## src/rtl/parity_serial_receiver.sv

```systemverilog
// Serial byte receiver: start, 8 data bits LSB first, optional parity, stop; mid-bit sampling.
// Build option: define RX_PARITY_EN to include the parity bit (11-bit frame), otherwise 10-bit frame.
module parity_serial_receiver #(
    parameter int CLKS_PER_BIT = 16,
    parameter int ODD_PARITY   = 0
) (
    input  logic       clk,
    input  logic       reset,
    input  logic       i_rx,
    output logic [7:0] o_rx_data,
    output logic       o_rx_valid,
    output logic       o_parity_err,
    output logic       o_frame_err,
    output logic       o_busy
);

    localparam int CW = (CLKS_PER_BIT > 2) ? $clog2(CLKS_PER_BIT) : 1;
    localparam logic [CW-1:0] LP_HALF_M1 = CW'(CLKS_PER_BIT / 2 - 1);
    localparam logic [CW-1:0] LP_FULL_M1 = CW'(CLKS_PER_BIT - 1);

`ifdef RX_PARITY_EN
    localparam logic LP_ODD = (ODD_PARITY != 0);
    typedef enum logic [2:0] {
        S_IDLE = 3'd0, S_START = 3'd1, S_DATA = 3'd2, S_PARITY = 3'd3,
        S_STOP = 3'd4, S_DONE = 3'd5, S_WAIT_HIGH = 3'd6
    } state_t;
`else
    typedef enum logic [2:0] {
        S_IDLE = 3'd0, S_START = 3'd1, S_DATA = 3'd2,
        S_STOP = 3'd4, S_DONE = 3'd5, S_WAIT_HIGH = 3'd6
    } state_t;
`endif

    state_t          r_state;
    state_t          w_state_next;
    logic            r_sync1;
    logic            r_rs;
    logic [CW-1:0]   r_cnt;
    logic [2:0]      r_idx;
    logic [7:0]      r_shift;
    logic            r_pbit_err;
    logic [7:0]      r_rx_data;
    logic            r_rx_valid;
    logic            r_parity_err;
    logic            r_frame_err;
    logic            r_busy;
    logic            w_half_tick;
    logic            w_full_tick;

    assign w_half_tick = (r_cnt == LP_HALF_M1);
    assign w_full_tick = (r_cnt == LP_FULL_M1);

    // Two-flop synchronizer for the asynchronous line, idles high
    always_ff @(posedge clk) begin
        if (reset) begin
            r_sync1 <= 1'b1;
            r_rs    <= 1'b1;
        end else begin
            r_sync1 <= i_rx;
            r_rs    <= r_sync1;
        end
    end

    // FSM state register
    always_ff @(posedge clk) begin
        if (reset) begin
            r_state <= S_IDLE;
        end else begin
            r_state <= w_state_next;
        end
    end

    // FSM next-state logic
    always_comb begin
        w_state_next = r_state;
        case (r_state)
            S_IDLE: begin
                if (!r_rs) w_state_next = S_START;
                else       w_state_next = r_state;
            end
            S_START: begin
                if (w_half_tick) w_state_next = r_rs ? S_IDLE : S_DATA;
                else             w_state_next = r_state;
            end
            S_DATA: begin
`ifdef RX_PARITY_EN
                if (w_full_tick && (r_idx == 3'd7)) w_state_next = S_PARITY;
`else
                if (w_full_tick && (r_idx == 3'd7)) w_state_next = S_STOP;
`endif
                else                                w_state_next = r_state;
            end
`ifdef RX_PARITY_EN
            S_PARITY: begin
                if (w_full_tick) w_state_next = S_STOP;
                else             w_state_next = r_state;
            end
`endif
            S_STOP: begin
                if (w_full_tick) w_state_next = S_DONE;
                else             w_state_next = r_state;
            end
            // A line still low after the frame must rise before a new start is accepted
            S_DONE: begin
                if (r_rs) w_state_next = S_IDLE;
                else      w_state_next = S_WAIT_HIGH;
            end
            S_WAIT_HIGH: begin
                if (r_rs) w_state_next = S_IDLE;
                else      w_state_next = r_state;
            end
            default: w_state_next = S_IDLE;
        endcase
    end

    // Bit-period counter: half period in START, full periods afterwards
    always_ff @(posedge clk) begin
        if (reset) begin
            r_cnt <= '0;
        end else begin
            case (r_state)
                S_START:          r_cnt <= w_half_tick ? '0 : r_cnt + CW'(1);
                S_DATA, S_STOP:   r_cnt <= w_full_tick ? '0 : r_cnt + CW'(1);
`ifdef RX_PARITY_EN
                S_PARITY:         r_cnt <= w_full_tick ? '0 : r_cnt + CW'(1);
`endif
                default:          r_cnt <= '0;
            endcase
        end
    end

    // Datapath: shift in data, evaluate parity, publish result on the stop sample
    always_ff @(posedge clk) begin
        if (reset) begin
            r_idx        <= 3'd0;
            r_shift      <= 8'h00;
            r_pbit_err   <= 1'b0;
            r_rx_data    <= 8'h00;
            r_rx_valid   <= 1'b0;
            r_parity_err <= 1'b0;
            r_frame_err  <= 1'b0;
            r_busy       <= 1'b0;
        end else begin
            r_rx_valid <= 1'b0;
            r_busy     <= (w_state_next != S_IDLE);
            case (r_state)
                S_IDLE: r_idx <= 3'd0;
                S_DATA: begin
                    if (w_full_tick) begin
                        r_shift <= {r_rs, r_shift[7:1]};
                        r_idx   <= r_idx + 3'd1;
                    end
                end
`ifdef RX_PARITY_EN
                S_PARITY: begin
                    if (w_full_tick) r_pbit_err <= (((^r_shift) ^ r_rs) != LP_ODD);
                end
`endif
                // Outputs become visible in the DONE cycle, one cycle after the stop sample
                S_STOP: begin
                    if (w_full_tick) begin
                        r_rx_data    <= r_shift;
                        r_parity_err <= r_pbit_err;
                        r_frame_err  <= ~r_rs;
                        r_rx_valid   <= 1'b1;
                    end
                end
                default: r_idx <= r_idx;
            endcase
        end
    end

    assign o_rx_data    = r_rx_data;
    assign o_rx_valid   = r_rx_valid;
    assign o_parity_err = r_parity_err;
    assign o_frame_err  = r_frame_err;
    assign o_busy       = r_busy;

endmodule

```

## config.mk

```make
export PLATFORM = sky130hd
export DESIGN_NAME = parity_serial_receiver
export DESIGN_NICKNAME = d
export VERILOG_FILES = /design/src/rtl/parity_serial_receiver.sv
export SDC_FILE = /design/constraint.sdc
export NUM_CORES = 1
export LEC_CHECK = 0
export CAP_MARGIN = 20
export CORE_MARGIN = 2
export CORE_UTILIZATION = 50
export CTS_CLUSTER_DIAMETER = 60
export DETAILED_ROUTE_END_ITERATION = 7
export PLACE_DENSITY = 0.78
export SLEW_MARGIN = 20
export SYNTH_ARGS = -nofsm -noshare
export SYNTH_HDL_FRONTEND = slang
export SYNTH_SLANG_ARGS = --single-unit
```

## constraint.sdc

```tcl
create_clock -name clk -period 3.5 [get_ports clk]
set_input_delay 0.875 -clock clk [delete_from_list [all_inputs] [get_ports clk]]
set_output_delay 0.875 -clock clk [all_outputs]
set_load 0.005 [all_outputs]
```

==> summary.md <==
The flow ran to the end, and the final reports show no timing, DRC or antenna violations. For the total of warnings raised by yosys, the log shows 0. Across all layers, the routed design uses 976 vias. The floorplan has 18 rows. The initial core utilization came out at 0.524. After the first detailed-routing iteration, the DRC count stood at 14.

The residual overflow from global routing came out at 0. From left edge to right edge, the die measures 54.9 um. The post-synthesis to final-layout area growth is 15.5%, and the number of buffers created by CTS is 5. The number of buffers inserted by post-CTS setup repair was 0.

The later-pin clock latency in the skew report is 0.34 ns. The signal on the critical path passes through clkdlybuf4s50_1, nor3b_2, a211oi_2, nor3_1, or3_1. By startpoint and endpoint, the worst setup path is classified as in -> reg.

The required time at the worst-slack endpoint was 3.72 ns. The logs give 0.00130 sq mm for the cell area after synthesis and 0.873 ns for the setup slack at placement. Number of global-route vias before repair: 980. The number of antenna-violating nets in the routed design was 0; the length of the first detailed-routing pass in iterations was 4. The type of the most critical hold path was reg -> reg. The tools report the part of the Yosys area used for sequential elements as 0.478. The overall track demand over capacity in global routing was 0.193; the global-route wire length before repair was 4020 um. For this design the static power due to leakage is 0.000602 uW.

The tools report the relative slew slack as 0.567. The slowest stage of the critical path is the sky130_fd_sc_hd__clkdlybuf4s50_1 cell. The floorplan step set the die height to 54.9 um.

The largest fanout of any net on the critical path was 15; the number of antenna cells inserted was 0. The max-slew violation total from the final report is 0, and the final worst clock skew is 0.00969 ns. The clock net in this run drives a total of 31 sinks. In this run, synthesis produced a sequential element count of 31. The kind of cell with the highest combined delay along the critical path is buffers and inverters. Number of hold buffers added after CTS: 0. The maximum number of pins on one net before global-route repair is 17. Summed over all layers, the routed wires come to 2350 um. After synthesis, the mean cell area works out to 9.07 sq um.

The total count of hold-check failures in the final report is 0, and the area of the core is 0.00248 sq mm. Share of cells above drive strength 1: 0.128. Clock-pin slew was measured on the worst setup and hold paths at 0.09 ns. Internal power comes to 531 uW. The tool flagged a number of max-cap violations equal to 0. The number of distinct library cells after synthesis was 33; the power density of the placed cells was 445 mW/mm^2. For the setup slack after layout, the log shows 1.23 ns. The number of antenna violations at the first check in global routing is 0, and the post-detailed-route wirelength per cell is 12.6 um. The run gives 0 ns as the setup total negative slack. The post-cts repair resize count is 0.

The period utilization works out to 0.649. Combined buffer and inverter count along the critical path: 1. For the full die area, the log shows 0.00302 sq mm. Once detailed placement completed, the half-perimeter wirelength came to 1550 um.

Number of nets produced by synthesis: 149. For this run, the slowest stage of the critical path takes 0.82 ns. At the pin with the least slew margin, the transition time is 0.647 ns.

The switching part of the total power is 0.204, and the I/O pin count is 15. The final worst hold slack is 0.418 ns. The count of buffers added on input and output ports is 13. STA classifies the critical path startpoint as a primary input. Counting the fill cells in the layout gives 238. The run gives 2 as the deepest clock path buffer count. For the clock share of power, the log shows 0.438.

The maximum vdd ir drop is 0.305 mV, and the depth of the CTS H-tree is 2. The clock root buffer master is sky130_fd_sc_hd__clkbuf_4. STA classifies the critical path endpoint as a register. The post-layout minimum cycle time was 2.27 ns; the fmax was 440 MHz. Total number of nets in the final design: 161. In the routed design, unresolved DRC markers number 0.

Portion of total power attributed to sequential cells: 0.537. At the worst endpoint, the arrival time is 2.50 ns. The tools report the total of endpoints with negative setup slack in the final report as 0. The ratio of routed vias to standard cells is 5.25. The part of the total power dissipated in combinational logic came out at 0.024. Synthesis produced 143 cells.

TritonCTS built the clock tree. The final weighted congestion in routability-driven placement is 0.766. Setup repair after global routing left no endpoint under its margin.

For this design the total switching power over the nets is 136 uW.
[per-stage QoR]
step                      instances  area [sq um]  total power (uW)   util
after detailed placement        178          1410               383  0.570
final                           186          1500               667  0.605
after floorplan                 143          1300               378      -
after global routing            186          1500               693  0.605
after global placement          178          1410               382  0.570
after CTS                       186          1500               671  0.605
[per-layer routing]
| layer | part of all wire | GRT usage | wire [um] | vias to the layer above |
|---|---|---|---|---|
| met3 | 0.043 | 0.0726 | 102 | 4 |
| met2 | 0.49 | 0.319 | 1140 | 18 |
| li1 | - | - | - | 502 |
| met4 | 0.0081 | 0.110 | 19 | 0 |
| met5 | 0 | 0 | 0 | - |
| met1 | 0.46 | 0.210 | 1090 | 452 |
[sequential cells by signal (all words and copies together), names as in the netlist]
name	cells
r_sync1	1
r_shift	8
r_state	3
o_frame_err	1
r_cnt	4
o_rx_data	8
o_busy	1
r_idx	3
r_rs	1
o_rx_valid	1
[cell usage after synthesis (all sizes together)]
| cell type | count | area (sq um) |
|---|---|---|
| a211oi | 3 | 27.5 |
| a21oi | 14 | 70.1 |
| and3 | 1 | 7.51 |
| and3b | 1 | 10.0 |
| buf | 8 | 60.1 |
| clkbuf | 2 | 7.51 |
| conb | 1 | 3.75 |
| dfxtp | 31 | 621 |
| ha | 3 | 37.5 |
| inv | 3 | 11.3 |
| mux2i | 9 | 90.1 |
| nand2 | 19 | 71.3 |
| nand2b | 3 | 18.8 |
| nand3 | 7 | 35.0 |
| nand3b | 1 | 7.51 |
| nor2 | 16 | 62.6 |
| nor2b | 1 | 6.26 |
| nor3 | 3 | 15.0 |
| nor3b | 1 | 12.5 |
| nor4b | 1 | 8.76 |
| o21a | 1 | 7.51 |
| o21ai | 4 | 27.5 |
| o32ai | 1 | 8.76 |
| or2 | 2 | 12.5 |
| or2b | 1 | 7.51 |
| or3 | 3 | 23.8 |
| xnor2 | 3 | 26.3 |
[layout by cell type (no fill, tap or decap), types with 3 or more instances in the layout]
master,n
sky130_fd_sc_hd__a21oi_1,14
sky130_fd_sc_hd__clkbuf_4,5
sky130_fd_sc_hd__clkdlybuf4s50_1,13
sky130_fd_sc_hd__dfxtp_1,31
sky130_fd_sc_hd__ha_1,3
sky130_fd_sc_hd__inv_1,3
sky130_fd_sc_hd__mux2i_1,9
sky130_fd_sc_hd__nand2_1,19
sky130_fd_sc_hd__nand2b_1,3
sky130_fd_sc_hd__nand3_1,7
sky130_fd_sc_hd__nor2_1,15
sky130_fd_sc_hd__nor3_1,3
sky130_fd_sc_hd__xnor2_1,3
[path summary, 6_finish.rpt]
check | start | to | slack, ns | cells after the start
worst max register to register | r_cnt[0] | o_busy | 1.53 | 5
worst min-delay path | r_sync1 | r_rs | 0.42 | 1
worst max-delay path | reset | o_busy | 1.23 | 5
worst min register to register | r_sync1 | r_rs | 0.42 | 1
[kinds of logic after synthesis]
logic type,share of synthesized area
AND/OR/NAND/NOR,0.230
other,0.00289
buffers and inverters,0.0607
AO/OA/AOI/OAI,0.109
flip-flops,0.478
XOR/XNOR,0.0203
adder cells (fa/ha/maj),0.0289
multiplexers,0.0694
[cell type report]
cell class | instances | area (sq um) | share of cell area
flip-flops and latches | 31 | 621 | 0.414
multi-input cells | 99 | 598 | 0.399
clock buffers | 6 | 51.3 | 0.0342
inverters | 3 | 11.3 | 0.00751
clock inverters | 2 | 35.0 | 0.0234
repair buffers | 15 | 145 | 0.0968
well taps | 30 | 37.5 | 0.0250
[power groups by stage]
stage	clock [uW]	combinational [uW]	sequential (uW)
detailed placement	0	16.1	367
finish	292	16.1	358
floorplan	0	12.8	365
CTS	296	16.1	358
global placement	0	15.5	366
global route	316	17.7	359
No activity file was read; power rests on OpenSTA's default activity.
